## src/rtl/msrv32_ahb_dmem_bridge.sv

```systemverilog
// ---------------------------------------------------------------------------
// msrv32_ahb_dmem_bridge
//
// Purpose: AHB-Lite master bridge sitting behind the core data-memory port.
// Turns core load/store requests into single-beat AHB-Lite transfers. The
// address phase is issued combinationally in the same cycle as the core
// request. Write data is registered into the following data phase. Illegal
// write masks get a locally generated two-cycle ERROR response. A saturating
// error counter is exported.
//
// Ports:
//   ms_riscv32_mp_clk_in / ms_riscv32_mp_rst_in : clock, async active-low reset
//   core_addr_in, core_wdata_in                 : core address / lane-positioned write data
//   core_wr_req_in, core_wr_mask_in             : write flag and byte-lane mask
//   core_htrans_in                              : 2'b10 = request, anything else idle
//   core_rdata_out, core_hready_out,
//   core_hresp_out                              : response back to the core
//   haddr_out ... hwdata_out                    : AHB-Lite master address/data phase
//   hrdata_in, hready_in, hresp_in              : AHB-Lite slave response
//   err_cnt_out                                 : saturating count of error responses
// ---------------------------------------------------------------------------
module msrv32_ahb_dmem_bridge #(
  parameter int         ERR_CNT_W = 8,
  parameter logic [3:0] HPROT_VAL = 4'b0011
) (
  input  logic                 ms_riscv32_mp_clk_in,
  input  logic                 ms_riscv32_mp_rst_in,
  input  logic [31:0]          core_addr_in,
  input  logic [31:0]          core_wdata_in,
  input  logic                 core_wr_req_in,
  input  logic [3:0]           core_wr_mask_in,
  input  logic [1:0]           core_htrans_in,
  output logic [31:0]          core_rdata_out,
  output logic                 core_hready_out,
  output logic                 core_hresp_out,
  output logic [31:0]          haddr_out,
  output logic [1:0]           htrans_out,
  output logic                 hwrite_out,
  output logic [2:0]           hsize_out,
  output logic [2:0]           hburst_out,
  output logic [3:0]           hprot_out,
  output logic [31:0]          hwdata_out,
  input  logic [31:0]          hrdata_in,
  input  logic                 hready_in,
  input  logic                 hresp_in,
  output logic [ERR_CNT_W-1:0] err_cnt_out
);

  typedef enum logic [1:0] {
    ST_IDLE,
    ST_DATA,
    ST_ERR1,
    ST_ERR2
  } state_t;

  localparam logic [1:0] HTRANS_IDLE   = 2'b00;
  localparam logic [1:0] HTRANS_NONSEQ = 2'b10;

  state_t                 state_q, state_d;
  logic [31:0]            hwdata_q;
  logic [ERR_CNT_W-1:0]   err_cnt_q;

  logic                   req;
  logic                   mask_ok;
  logic [1:0]             lane_lo;
  logic [2:0]             lane_size;
  logic                   legal;
  logic                   slot_open;
  logic                   issue;
  logic                   accept;
  logic                   err_inc;
  logic                   unused_addr_bits;

  // Reads are always word aligned, so the core's low address bits are unused.
  assign unused_addr_bits = ^core_addr_in[1:0];

  // Byte-mask decode: gives the AHB low address bits and HSIZE for writes.
  always_comb begin
    mask_ok   = 1'b1;
    lane_lo   = 2'b00;
    lane_size = 3'b010;
    case (core_wr_mask_in)
      4'b0001: begin lane_lo = 2'b00; lane_size = 3'b000; end
      4'b0010: begin lane_lo = 2'b01; lane_size = 3'b000; end
      4'b0100: begin lane_lo = 2'b10; lane_size = 3'b000; end
      4'b1000: begin lane_lo = 2'b11; lane_size = 3'b000; end
      4'b0011: begin lane_lo = 2'b00; lane_size = 3'b001; end
      4'b1100: begin lane_lo = 2'b10; lane_size = 3'b001; end
      4'b1111: begin lane_lo = 2'b00; lane_size = 3'b010; end
      default: mask_ok = 1'b0;
    endcase
  end

  assign req   = (core_htrans_in == HTRANS_NONSEQ);
  assign legal = !core_wr_req_in || mask_ok;

  // An address phase may be driven in IDLE/ERR2, and in DATA except during the
  // first slave error cycle, where AHB-Lite requires the master to go IDLE.
  // Reset also blocks it so nothing leaks onto the bus while rst_n is low.
  always_comb begin
    slot_open = 1'b0;
    case (state_q)
      ST_IDLE: slot_open = 1'b1;
      ST_DATA: slot_open = !(hresp_in && !hready_in);
      ST_ERR1: slot_open = 1'b0;
      ST_ERR2: slot_open = 1'b1;
      default: slot_open = 1'b0;
    endcase
    issue  = req && legal && slot_open && ms_riscv32_mp_rst_in;
    // The transfer is only taken by the slave once HREADY is high, and a DATA
    // phase ending in error never launches a follow-on transfer.
    accept = issue && hready_in && !((state_q == ST_DATA) && hresp_in);
  end

  // Next-state logic. Illegal requests divert into the local error sequence.
  always_comb begin
    state_d = state_q;
    case (state_q)
      ST_IDLE: begin
        if (accept)            state_d = ST_DATA;
        else if (req && !legal) state_d = ST_ERR1;
      end
      ST_DATA: begin
        if (hready_in) begin
          if (accept)             state_d = ST_DATA;
          else if (req && !legal) state_d = ST_ERR1;
          else                    state_d = ST_IDLE;
        end
      end
      ST_ERR1: state_d = ST_ERR2;
      ST_ERR2: begin
        if (accept)             state_d = ST_DATA;
        else if (req && !legal) state_d = ST_ERR1;
        else                    state_d = ST_IDLE;
      end
      default: state_d = ST_IDLE;
    endcase
  end

  // Core-side response: slave response passes through only while a bus data
  // phase is outstanding; the ERR states fake the two-cycle AHB error.
  always_comb begin
    core_hready_out = 1'b1;
    core_hresp_out  = 1'b0;
    case (state_q)
      ST_IDLE: begin core_hready_out = 1'b1;      core_hresp_out = 1'b0;     end
      ST_DATA: begin core_hready_out = hready_in; core_hresp_out = hresp_in; end
      ST_ERR1: begin core_hready_out = 1'b0;      core_hresp_out = 1'b1;     end
      ST_ERR2: begin core_hready_out = 1'b1;      core_hresp_out = 1'b1;     end
      default: begin core_hready_out = 1'b1;      core_hresp_out = 1'b0;     end
    endcase
  end

  assign htrans_out     = issue ? HTRANS_NONSEQ : HTRANS_IDLE;
  assign haddr_out      = {core_addr_in[31:2], (core_wr_req_in ? lane_lo : 2'b00)};
  assign hsize_out      = core_wr_req_in ? lane_size : 3'b010;
  assign hwrite_out     = core_wr_req_in;
  assign hburst_out     = 3'b000;
  assign hprot_out      = HPROT_VAL;
  assign hwdata_out     = hwdata_q;
  assign core_rdata_out = hrdata_in;
  assign err_cnt_out    = err_cnt_q;

  // Count slave errors on their final cycle, and local errors on ERR1->ERR2.
  assign err_inc = ((state_q == ST_DATA) && hready_in && hresp_in) || (state_q == ST_ERR1);

  // State, write-data and error-counter registers.
  always_ff @(posedge ms_riscv32_mp_clk_in or negedge ms_riscv32_mp_rst_in) begin
    if (!ms_riscv32_mp_rst_in) begin
      state_q   <= ST_IDLE;
      hwdata_q  <= 32'h0;
      err_cnt_q <= '0;
    end else begin
      state_q <= state_d;
      if (accept && core_wr_req_in)
        hwdata_q <= core_wdata_in;
      if (err_inc && (err_cnt_q != {ERR_CNT_W{1'b1}}))
        err_cnt_q <= err_cnt_q + ERR_CNT_W'(1);
    end
  end

endmodule

```

## config.mk

```make
export PLATFORM = sky130hd
export DESIGN_NAME = msrv32_ahb_dmem_bridge
export DESIGN_NICKNAME = d
export VERILOG_FILES = /design/src/rtl/msrv32_ahb_dmem_bridge.sv
export SDC_FILE = /design/constraint.sdc
export NUM_CORES = 1
export LEC_CHECK = 0
export BUFFER_PORTS_ARGS = -buffer_cell sky130_fd_sc_hd__buf_2
export CAP_MARGIN = 20
export CORE_ASPECT_RATIO = 1.1
export CORE_MARGIN = 4
export CORE_UTILIZATION = 41
export CTS_CLUSTER_SIZE = 40
export DETAILED_ROUTE_END_ITERATION = 12
export PLACE_DENSITY = 0.86
export SYNTH_ARGS = -nofsm -noshare
export SYNTH_HDL_FRONTEND = slang
export SYNTH_SLANG_ARGS = --single-unit
```

## constraint.sdc

```tcl
create_clock -name ms_riscv32_mp_clk_in -period 4.7 [get_ports ms_riscv32_mp_clk_in]
set_input_delay 0.235 -clock ms_riscv32_mp_clk_in [delete_from_list [all_inputs] [get_ports ms_riscv32_mp_clk_in]]
set_output_delay 0.235 -clock ms_riscv32_mp_clk_in [all_outputs]
set_load 0.005 [all_outputs]
```

Yosys cells after proc, flatten, opt, wreduce, memory -nomap -nowiden
Index checks and enable logic that the tools add are counted.
{"block": "word_totals", "reg_bits": 42, "inputBits": 107, "output_inout_bits": 119, "word_cells": 60}
{"block": "op_classes", "addsub": 1, "n_eq_ne": 14, "n_mux": 15, "n_reduce_logical": 27}
{"operator": "$mux 2", "n": 7}
{"operator": "$eq 4x4->1 const B", "n": 3}
{"operator": "$logic_and 1x1->1", "n": 12}
{"operator": "$pmux 1 s3", "n": 3}
{"operator": "$add 8x1->8 const B", "n": 1}
{"operator": "$eq 4x2->1 const B", "n": 2}
{"operator": "$ne 8x8->1 const B", "n": 1}
{"operator": "$pmux 2 s4", "n": 1}
{"operator": "$reduce_or 2->1", "n": 4}
{"operator": "$reduce_or 7->1", "n": 1}
{"operator": "$eq 2x2->1 const B", "n": 3}
{"operator": "$pmux 2 s3", "n": 1}
{"operator": "$logic_not 1->1", "n": 5}
{"operator": "$eq 4x1->1 const B", "n": 1}
{"operator": "$eq 4x3->1 const B", "n": 1}
{"operator": "$pmux 2 s2", "n": 1}
{"operator": "$reduce_or 4->1", "n": 1}
{"operator": "$mux 3", "n": 1}
{"operator": "$ne 3x3->1 const B", "n": 1}
{"operator": "$eq 2x1->1 const B", "n": 1}
{"operator": "$logic_not 2->1", "n": 1}
{"operator": "$logic_or 1x1->1", "n": 2}
{"operator": "$ne 2x2->1 const B", "n": 1}
{"operator": "$reduce_and 2->1", "n": 1}
{"operator": "$mux 1", "n": 1}

Longest topological paths before layout
Gate-level depths: netlist (run 1).
{"block": "logic_depth", "ltp_word": 12, "ltp_mapped": 8, "ltp_nobuf": 7}

Worst setup path before layout (run 1)
Ideal clock, no wire load.
{"block": "synth_timing", "path_kind": "register to register", "from": "reg state_q[0]", "to": "reg hwdata_q[0], in the netlist hwdata_out[0]", "setup_time_ps": 125, "arrival_time_ps": 1726, "t_required_ps": 4575, "path_slack_ps": 2849, "stages_incl_launch_ff": 9, "path_buffers": 1, "period_less_slack_ps": 1851, "path_cell_list": "dfrtp_1 > inv_1 > ha_1 > nand2b_1 > nand4b_1 > a21oi_4 > nand2_4 > buf_6 > mux2_4"}
{"block": "synth_via", "elab_chain_cells": 8, "word_cells_on_any_way": 13, "classes_between": "eq/ne: 3; mux: 1; reduce/logical: 9"}
{"item": "start: declaration", "line": "59", "rtl": "state_t state_q, state_d;"}
{"item": "start signal: assignment", "line": "174", "rtl": "state_q <= state_d;"}
{"item": "$eq 2x2->1 / $logic_not 2->1 (equally long branches)", "line": "102", "rtl": "case (state_q)"}
{"item": "$reduce_or 2->1 (no source line)"}
{"item": "$pmux 1 s3", "line": "102"}
{"item": "$logic_and 1x1->1 (2 in a row)", "line": "109", "rtl": "issue = req && legal && slot_open && ms_riscv32_mp_rst_in;"}
{"item": "$logic_and 1x1->1", "line": "112", "rtl": "accept = issue && hready_in && !((state_q == ST_DATA) && hresp_in);"}
{"item": "$logic_and 1x1->1 (*)", "line": "112"}
{"item": "$logic_and 1x1->1 (*)", "line": "175", "rtl": "if (accept && core_wr_req_in)"}
{"item": "end signal: assignment", "line": "176", "rtl": "hwdata_q <= core_wdata_in;"}
{"item": "end: declaration", "line": "60", "rtl": "logic [31:0] hwdata_q;"}
Every way passes the cells marked *; elsewhere a longest branch is shown, timed or not.
A chain may end at the register's enable or synchronous reset.

Worst setup path in the final report (run 1)
{"block": "layout_timing", "from": "reg state_q[0]", "to": "reg hwdata_q[5], in the netlist hwdata_out[5]"}
Same word-level chain as after synthesis.

==> impl_metrics.py, run 1 <==
metrics = {
    "pwr": {
        "finalPower_uw": 1400,
        "powerDensity_mw_per_mm2": 518,
        "p_switching_uw": 448,
        "seqPwrFrac_pct": 43.0,
        "p_leak_uw": 0.00153,
        "vdd_drop_max_mv": 0.260,
        "power.share.clock_pct": 17.7,
        "swShare_pct": 32.0,
        "p_int_uw": 951,
        "pwr-share-comb_pct": 39.3,
    },
    "worst_setup_path": {
        "critical_path_peak_fanout": 32,
        "startpoint_type": "flip-flop",
        "crit_path_end_kind": "flip-flop",
        "cp.required_ns": 4.87,
        "path_class": "flip-flop to flip-flop",
        "worstRegToRegCells": 7,
        "crit_arrival_ns": 2.45,
        "r2r_setup_slack_ns": 2.42,
    },
    "clock_tree": {
        "root_buffer": "clkbuf_8",
        "cts_sinks": 42,
        "cts_resized": 0,
        "hold_buffers": 0,
        "cts_setup_buffers": 0,
        "cts_tree": "yes",
        "clk_latency_ns": 0.29,
        "htreeDepth": 2,
        "cts_max_path_buffers": 2,
        "clkTransAtPathRegs_ns": 0.09,
        "numCtsBuffers": 5,
    },
    "route": {
        "post_drt_wl_per_cell_um": 15.3,
        "drt-pass1-iter-count": 4,
        "drtIter0Drc": 33,
        "drc": 0,
        "drt_wl_total_um": 5050,
        "vias": 1598,
        "ant_nets": 0,
        "vias_per_cell": 4.83,
    },
    "placed_design": {
        "gp_congestion": 0.776,
        "hpwlAfterDp_um": 3950,
        "portBuffers": 90,
    },
    "yosys": {
        "synthCells": 221,
        "syn_area_mm2": 0.00260,
        "yosys_warnings": 0,
        "synth-seq-area-share_pct": 40.4,
        "ys_types": 33,
        "syn_avg_cell_area_um2": 11.8,
        "synth_top_area_share_pct": 40.4,
        "ys_seq_elements": 42,
        "synth_area_leaders": "dfrtp_1 40%, buf_4 21%, mux2_4 17%",
        "synth.largest_area_cell": "dfrtp_1",
    },
    "floorplan": {
        "ios": 226,
        "design.core.area_mm2": 0.00616,
        "std_cell_rows": 30,
        "dieArea_mm2": 0.00768,
        "chipWidth_um": 83.9,
        "die_h_um": 91.5,
        "start_util_pct": 42.2,
    },
    "layout": {
        "synthToLayoutAreaGrowth_pct": 3.90,
        "nets": 364,
        "diodes": 0,
        "layout-drive-gt1-share_pct": 53.4,
        "postLayoutCoreUtil_pct": 43.9,
    },
    "timing": {
        "rsz0062_at_grt": "false",
        "finClkSkew_ns": 0.00733,
        "slew_headroom_pct": 59.1,
        "setup_violations": 0,
        "hold_viol": 0,
        "fin_crit_sh_pct": 48.5,
        "worst_pin_slew_ns": 0.614,
        "min_period_ns": 2.28,
        "maxSlewViolCount": 0,
        "max_freq_mhz": 439,
        "setup_tns_ns": 0,
    },
    "job": {
        "drv_cap": 0,
    },
    "global_routing": {
        "grt_pass1_vias": 1675,
        "grt_pass1_wl_um": 8070,
        "grt_max_degree": 44,
        "antenna_found_initial": 0,
        "track_usage_pct": 13.1,
        "grt_overflow": 0,
    },
    "worst_hold_path": {
        "hold_class": "input pin to asynchronous set/reset pin",
    },
    "run_status": {
        "outcome": "finished, final reports clean",
    },
}
[through the flow]
| step | hold WS [ns] | cells | area, um2 | worst slack, ns |
|---|---|---|---|---|
| floorplan | -0.0606 | 228 | 2630 | 2.85 |
| global placement | 0.428 | 323 | 2600 | 2.50 |
| detailed placement | 0.431 | 323 | 2600 | 2.43 |
| CTS | 0.107 | 331 | 2700 | 2.43 |
| global route | 0.133 | 331 | 2700 | 2.26 |
| finish | 0.0806 | 331 | 2700 | 2.42 |
[area by class of cell]
cell class,instances,area (um2)
clock buffer,6,82.6
clock inverter,2,16.3
fill,594,3460
inverter,5,18.8
multi-input combinational,105,973
sequential,42,1050
tap,80,100
timing repair buffer,91,458
[state kept, by name (all words and copies together) (netlist names), named ones only]
signal,count
err_cnt_out,8
hwdata_out,32
state_q,1
[kinds of logic (layout without fill, tap and decap cells)]
group,after synthesis,in the layout,share of synthesized area (%)
fa+ha+maj,7,7,3.37
flops,42,42,40.4
buf+inv,81,104,23.1
xor+xnor,9,9,3.03
compound gates,17,17,4.67
simple gates,30,30,6.45
other cells,2,9,0.289
mux,33,33,18.6
[metal layers]
layer	up-vias	wire [um]	global-route usage, %
li1	713	-	-
met1	747	1850	13.1
met2	105	2350	21.6
met3	33	552	5.81
met4	0	300	8.85
met5	-	0	0
[synth_stat cells]
master and number:
conb_1 2, buf_4 73, nand2_4 1, nand4_1 3
nor4b_1 2, nand2_1 8, a22o_1 1, or3b_1 1
buf_6 3, a31oi_1 2, mux2_1 2, o21ai_1 1
o22ai_1 2, nand2b_1 1, a21oi_1 4, o2111ai_1 2
a31o_2 1, inv_1 5, o21ai_0 2, dfrtp_1 42
ha_1 7, nor2b_1 1, nor2_1 6, mux2_2 1
and2_1 1, nand4b_1 1, xor2_1 3, and3_1 4
o211a_2 1, or2_1 1, mux2_4 30, a21oi_4 1
xnor2_1 6
[worst max-delay path, stage by stage (launching register included)]
cell and delay, ns:
dfrtp_1 0.41, inv_1 0.13, ha_1 0.33, nand2b_1 0.10, nand4b_1 0.15, a21oi_4 0.23
nand2_4 0.36, mux2_4 0.43
[power by group through the flow]
stage               clock (uW)  sequential, uW  combinational, uW
floorplan                    0             609                366
global placement             0             599                540
detailed placement           0             603                563
CTS                        257             602                562
global route               272             623                609
finish                     248             601                550
[cells in the final DEF (no fill, tap or decap), types with 2 or more instances in the layout]
| master | n |
|---|---|
| xor2_1 | 3 |
| clkbuf_8 | 6 |
| nand4_1 | 3 |
| xnor2_1 | 6 |
| buf_2 | 90 |
| and3_1 | 4 |
| a21oi_1 | 4 |
| nor2_1 | 6 |
| nand2_1 | 8 |
| mux2_1 | 2 |
| mux2_4 | 30 |
| o22ai_1 | 2 |
| nor4b_1 | 2 |
| o21ai_0 | 2 |
| inv_1 | 5 |
| ha_1 | 7 |
| dfrtp_1 | 42 |
| conb_1 | 9 |
| a31oi_1 | 2 |
| o2111ai_1 | 2 |
[final timing paths]
| kind | endpoint | start |
|---|---|---|
| worst max register to register | hwdata_out[5] | state_q[0] |
| worst max-delay path | hwdata_out[5] | state_q[0] |
| worst min-delay path | hwdata_out[21] | ms_riscv32_mp_rst_in |
| min in group ms_riscv32_mp_clk_in | hwdata_out[12] | core_wdata_in[12] |
| worst min register to register | err_cnt_out[5] | err_cnt_out[5] |
| max in group asynchronous | hwdata_out[5] | ms_riscv32_mp_rst_in |
(Power assumes the default switching activity.)
==> run 2, diff against run 1 <==
--- a/config.mk
+++ b/config.mk
@@ -5,14 +5,15 @@
 export SDC_FILE = /design/constraint.sdc
 export NUM_CORES = 1
 export LEC_CHECK = 0
+export ABC_AREA = 1
 export BUFFER_PORTS_ARGS = -buffer_cell sky130_fd_sc_hd__buf_2
 export CAP_MARGIN = 20
 export CORE_ASPECT_RATIO = 1.1
 export CORE_MARGIN = 4
-export CORE_UTILIZATION = 41
+export CORE_UTILIZATION = 36
 export CTS_CLUSTER_SIZE = 40
 export DETAILED_ROUTE_END_ITERATION = 12
-export PLACE_DENSITY = 0.86
+export PLACE_DENSITY = 0.78
 export SYNTH_ARGS = -nofsm -noshare
 export SYNTH_HDL_FRONTEND = slang
 export SYNTH_SLANG_ARGS = --single-unit
==> constraint.sdc (replaced) <==
create_clock -name ms_riscv32_mp_clk_in -period 1.95 [get_ports ms_riscv32_mp_clk_in]
set_input_delay 0.0975 -clock ms_riscv32_mp_clk_in [delete_from_list [all_inputs] [get_ports ms_riscv32_mp_clk_in]]
set_output_delay 0.0975 -clock ms_riscv32_mp_clk_in [all_outputs]
set_load 0.005 [all_outputs]
==> run 2 against run 1 <==
Compared with the run above: global-route usage shrank 1.5 points; power increased by 130%; sequential power rose by 130%; critical path type unchanged; largest power group unchanged.
==> impl_metrics.py, run 2 <==
metrics = {
    "floorplan": {
        "design.core.area_mm2": 0.00743,
        "die_h_um": 99.6,
        "ios": 226,
        "start_util_pct": 37.0,
        "std_cell_rows": 33,
        "dieArea_mm2": 0.00909,
        "chipWidth_um": 91.3,
    },
    "timing": {
        "worst_pin_slew_ns": 0.536,
        "slew_headroom_pct": 64.3,
        "fin_ws_ns": 0.0938,
        "min_period_ns": 1.86,
        "setup_violations": 0,
        "setup_tns_ns": 0,
        "fin_crit_sh_pct": 95.2,
        "finClkSkew_ns": 0.00336,
        "hold_viol": 0,
        "max_freq_mhz": 539,
        "rsz0062_at_grt": "true",
        "maxSlewViolCount": 0,
    },
    "layout": {
        "mostFrequentLayoutCell": "buf_2",
        "final_area_mm2": 0.00286,
        "nets": 455,
        "stdcell_count": 429,
        "largest_reg_flops": 32,
        "synthToLayoutAreaGrowth_pct": 4.10,
        "diodes": 0,
        "mostFrequentLayoutCells": "90 x buf_2, 46 x nand2_1, 45 x inv_1",
        "layout-drive-gt1-share_pct": 46.2,
    },
    "worst_hold_path": {
        "worstHoldPathCells": 3,
        "hold_class": "input pin to flip-flop",
        "min_from": "core_wdata_in[19]",
        "worstHoldEndpoint": "hwdata_out[19]",
    },
    "worst_setup_path": {
        "startpoint_type": "flip-flop",
        "r2r_setup_slack_ns": 0.09,
        "crit_path_end_kind": "flip-flop",
        "crit_arrival_ns": 2.02,
        "r2r-end": "hwdata_out[5]",
        "reg2reg_from": "state_q[0]",
        "cp.required_ns": 2.12,
        "startpoint": "state_q[0]",
        "path_class": "flip-flop to flip-flop",
        "worstRegToRegCells": 11,
        "critical_path_peak_fanout": 64,
    },
    "clock_tree": {
        "htreeDepth": 2,
        "cts_max_path_buffers": 2,
        "cts_tree": "yes",
        "root_buffer": "clkbuf_8",
        "numCtsBuffers": 5,
        "clk_latency_ns": 0.28,
        "cts_sinks": 42,
        "clkTransAtPathRegs_ns": 0.08,
    },
    "pwr": {
        "p_leak_uw": 0.00164,
        "seqPwrFrac_pct": 43.2,
        "vdd_drop_max_mv": 0.546,
        "swShare_pct": 35.5,
        "pwr-share-comb_pct": 39.1,
        "p_int_uw": 2110,
        "finalPower_uw": 3260,
        "powerDensity_mw_per_mm2": 1140,
        "p_switching_uw": 1160,
        "power.share.clock_pct": 17.7,
    },
    "global_routing": {
        "track_usage_pct": 11.5,
        "grt_max_degree": 65,
        "grt_pass1_vias": 1864,
        "antenna_found_initial": 0,
        "grt_pass1_wl_um": 8500,
        "grt_overflow": 0,
    },
    "route": {
        "drc": 0,
        "vias_per_cell": 4.34,
        "post_drt_wl_per_cell_um": 12.1,
        "ant_nets": 0,
        "drt_wl_total_um": 5200,
        "drt-pass1-iter-count": 4,
        "drtIter0Drc": 53,
        "vias": 1860,
    },
    "yosys": {
        "synth-seq-area-share_pct": 38.3,
        "synth_ff_type": "dfrtp_1",
        "yosys_warnings": 0,
        "ys_types": 25,
        "async_flop_share_pct": 100,
        "synth_area_leaders": "dfrtp_1 38%, buf_4 20%, o21ai_2 10%",
        "synth.largest_area_cell": "dfrtp_1",
        "synth_top_area_share_pct": 38.3,
        "ys_seq_elements": 42,
        "synth_edf_count": 0,
        "synth_most_common_cell": "buf_4",
        "yosys-top-cells-count": "73 x buf_4, 46 x nand2_1, 45 x inv_1",
        "syn_avg_cell_area_um2": 8.80,
        "syn_area_mm2": 0.00275,
        "synthCells": 312,
    },
    "placed_design": {
        "hpwlAfterDp_um": 4120,
        "portBuffers": 90,
        "numPlacedInstances": 419,
        "gp_congestion": 0.778,
        "pre_cts_ws_ns": 0.104,
        "dpl_cell_area_mm2": 0.00274,
    },
    "run_status": {
        "outcome": "finished, final reports clean",
    },
    "job": {
        "drv_cap": 0,
    },
}
-- run 2: stage by stage --
step	utilization [%]	hold slack [ns]
2_1_floorplan	-	-0.198
3_3_place_gp	36.9	0.195
3_5_place_dp	36.9	0.195
4_1_cts	38.3	0.0335
5_1_grt	38.5	0.0352
6_report	38.5	0.0466
-- run 2: cells by family after synthesis --
kind of cell             synth area share, %
buffers and inverters                   29.0
flip-flops                              38.3
other                                  0.273
XOR/XNOR                                2.23
AO/OA/AOI/OAI                           11.6
adder cells (fa/ha/maj)                 3.19
AND/OR/NAND/NOR                         15.1
multiplexers                           0.410
-- run 2: power groups by stage --
stage	Combinational (uW)	Sequential (uW)	Clock, uW
floorplan	843	1440	0
global placement	1240	1410	0
detailed placement	1290	1430	0
CTS	1290	1420	601
global route	1470	1460	633
finish	1280	1410	576
-- run 2: per-layer routing --
metal	GRT usage [%]	part of all wire, %	wire length, um
met3	4.99	11	564
met1	11.3	35	1810
met5	0	0	0
met4	8.12	6.6	342
met2	19.6	48	2480
-- run 2: worst max-delay path: stages (launching register included) --
cell and delay, ns:
dfrtp_1 0.42, inv_1 0.12, ha_1 0.30, nand2_1 0.08
nand2_1 0.07, nor2_2 0.11, nand2_2 0.07, inv_2 0.07
nand3_4 0.07, buf_12 0.20, nand2_1 0.12, o21ai_2 0.06
-- run 2: final cells by class --
class	instances	area (um2)
clock buffers	7	86.3
well taps	87	109
fillers	774	4570
multi-input cells	150	932
inverters	48	180
flip-flops and latches	42	1050
clock inverters	1	5.00
repair buffers	94	495
-- run 2: worst max-delay path by stage --
stage	endpoint	slack, ns
2_1_floorplan	hwdata_out[18]	0.31
6_report	hwdata_out[5]	0.09
4_1_cts	hwdata_out[5]	0.08
3_5_place_dp	hwdata_out[28]	0.10
5_1_grt	hwdata_out[13]	-0.01
3_3_place_gp	hwdata_out[1]	0.13
-- run 2: repair_timing --
item	4_1_cts	5_1_grt
hold endpoints to repair	42	0
setup endpoints to repair	0	35
hold buffers	1	0
buffers inserted	0	1
gates resized for setup	0	2
==> run 3, diff against run 2 <==
--- a/config.mk
+++ b/config.mk
@@ -10,10 +10,10 @@
 export CAP_MARGIN = 20
 export CORE_ASPECT_RATIO = 1.1
 export CORE_MARGIN = 4
-export CORE_UTILIZATION = 36
+export CORE_UTILIZATION = 42
 export CTS_CLUSTER_SIZE = 40
 export DETAILED_ROUTE_END_ITERATION = 12
-export PLACE_DENSITY = 0.78
+export PLACE_DENSITY = 0.86
 export SYNTH_ARGS = -nofsm -noshare
 export SYNTH_HDL_FRONTEND = slang
 export SYNTH_SLANG_ARGS = --single-unit
==> constraint.sdc (replaced) <==
create_clock -name ms_riscv32_mp_clk_in -period 2.2 [get_ports ms_riscv32_mp_clk_in]
set_input_delay 0.11 -clock ms_riscv32_mp_clk_in [delete_from_list [all_inputs] [get_ports ms_riscv32_mp_clk_in]]
set_output_delay 0.11 -clock ms_riscv32_mp_clk_in [all_outputs]
set_load 0.005 [all_outputs]
==> run 3 against run 2 <==
Compared with the run above: sequential share of layout area grew 0.15 points; design area decreased by 0.39%; worst setup slack gained 0.15 ns; non-clock buffer count is the same; die area down 13%; core utilization grew 7.0 points; via count is 2.2% higher; sequential power fell by 11%; clock power down 9.9%; cell count fell by 1.6%; fmax is 5.3% lower; clock-buffer cell count shrank 1; largest power group unchanged.
==> impl_metrics.py, run 3 (synthesized netlist as in run 2, its figures left out) <==
metrics = {
    "clock_tree": {
        "cts_max_path_buffers": 2,
        "numCtsBuffers": 5,
        "root_buffer": "clkbuf_8",
        "cts_sinks": 42,
        "htreeDepth": 2,
        "clkTransAtPathRegs_ns": 0.08,
        "clk_latency_ns": 0.29,
        "cts_resized": 0,
        "cts_tree": "yes",
    },
    "route": {
        "ant_nets": 0,
        "drc": 0,
        "drt_wl_total_um": 5280,
        "drtIter0Drc": 53,
        "post_drt_wl_per_cell_um": 12.5,
        "vias": 1901,
        "vias_per_cell": 4.50,
        "drt-pass1-iter-count": 4,
    },
    "timing": {
        "hold_viol": 0,
        "maxSlewViolCount": 0,
        "max_freq_mhz": 510,
        "setup_violations": 0,
        "finClkSkew_ns": 0.00426,
        "setup_tns_ns": 0,
        "slew_headroom_pct": 65.1,
        "rsz0062_at_grt": "false",
        "worst_pin_slew_ns": 0.524,
        "min_period_ns": 1.96,
        "fin_crit_sh_pct": 89.1,
    },
    "pwr": {
        "powerDensity_mw_per_mm2": 1020,
        "p_leak_uw": 0.00164,
        "vdd_drop_max_mv": 0.412,
    },
    "worst_setup_path": {
        "r2r_setup_slack_ns": 0.24,
        "slowest_delay_ns": 0.43,
        "crit_path_end_kind": "flip-flop",
        "startpoint_type": "flip-flop",
        "cp.required_ns": 2.37,
        "path_class": "flip-flop to flip-flop",
        "crit_top_cell": "nand2_1",
        "crit_path_cell_trace": "inv_1 > ha_1 > nand2_1 > nand2_1 > nor2_2 > nand2_2 > inv_2 > nand3_4 > buf_12 > nand2_1 > o21ai_2",
        "cp_slowest_cell": "dfrtp_1",
        "crit_arrival_ns": 2.13,
        "critical_path_peak_fanout": 51,
    },
    "placed_design": {
        "hpwlAfterDp_um": 4230,
        "numPlacedInstances": 413,
        "portBuffers": 90,
        "gp_congestion": 0.821,
    },
    "global_routing": {
        "grt_pass1_wl_um": 8750,
        "grt_max_degree": 52,
        "grt.met2_usage_pct": 22.3,
        "gr-usage-met3_pct": 4.89,
        "grt-busiest-layer": "met2",
        "antenna_found_initial": 0,
        "met1_usage_pct": 14.5,
        "grt_overflow": 0,
        "track_usage_pct": 13.7,
        "grt_pass1_vias": 1970,
    },
    "job": {
        "drv_cap": 0,
    },
    "floorplan": {
        "ios": 226,
        "std_cell_rows": 30,
        "dieArea_mm2": 0.00790,
        "die_h_um": 92.8,
        "chipWidth_um": 85.1,
        "design.core.area_mm2": 0.00627,
        "start_util_pct": 43.8,
    },
    "worst_hold_path": {
        "hold_class": "input pin to flip-flop",
    },
    "run_status": {
        "outcome": "finished, final reports clean",
    },
    "layout": {
        "synthToLayoutAreaGrowth_pct": 3.69,
        "diodes": 0,
        "layout-drive-gt1-share_pct": 45.9,
        "nets": 455,
        "mostFrequentLayoutCell": "buf_2",
        "mostFrequentLayoutCells": "90 x buf_2, 46 x nand2_1, 45 x inv_1",
        "largest_reg_flops": 32,
        "stdcell_count": 422,
    },
}
[run 3: stage by stage]
| step | power, uW | util [%] | instance area [um2] | worst slack (ns) | hold WS, ns |
|---|---|---|---|---|---|
| after global routing | 3160 | 45.4 | 2850 | 0.103 | 0.0388 |
| after global placement | 2350 | 43.8 | 2740 | 0.316 | 0.220 |
| after CTS | 2950 | 45.4 | 2850 | 0.241 | 0.0397 |
| final | 2900 | 45.4 | 2850 | 0.241 | 0.0499 |
| after detailed placement | 2420 | 43.8 | 2740 | 0.239 | 0.220 |
| after floorplan | 2020 | - | 2770 | 0.562 | -0.186 |
[run 3: power breakdown]
part	total, uW	switching [uW]	internal, uW
registers	1250	197	1050
logic	1130	584	549
clock network	519	267	252
[run 3: final timing paths]
path,start,end,depth (start not counted)
worst min register to register,hwdata_out[27],hwdata_out[27],2
worst min-delay path,core_wdata_in[31],hwdata_out[31],3
worst max register to register,state_q[0],hwdata_out[14],11
worst max-delay path,state_q[0],hwdata_out[14],11
min in group asynchronous,ms_riscv32_mp_rst_in,hwdata_out[7],3
max in group asynchronous,ms_riscv32_mp_rst_in,hwdata_out[21],3
[run 3: critical path, delay by kind of cell (launching register included)]
family | cells | cell delay [ns]
flops | 1 | 0.43
buf+inv | 3 | 0.43
fa+ha+maj | 1 | 0.31
compound gates | 1 | 0.06
simple gates | 6 | 0.58
[run 3: area by class of cell]
cell class              instances  area, um2
fillers                       627       3420
flip-flops and latches         42       1050
multi-input cells             150        926
repair buffers                 94        495
inverters                      48        180
well taps                      80        100
clock buffers                   6       82.6
clock inverters                 2       12.5
[run 3: what timing repair did]
item,CTS,global route
buffers inserted,0,0
hold endpoints to repair,42,0
hold buffers,1,0
endpoints found under the setup margin,0,0
[run 3: routing by layer]
layer | up-vias | part of all wire [%]
met3 | 47 | 9.0
met5 | - | 0
met2 | 83 | 49
met4 | 0 | 6.0
met1 | 848 | 36
li1 | 923 | -
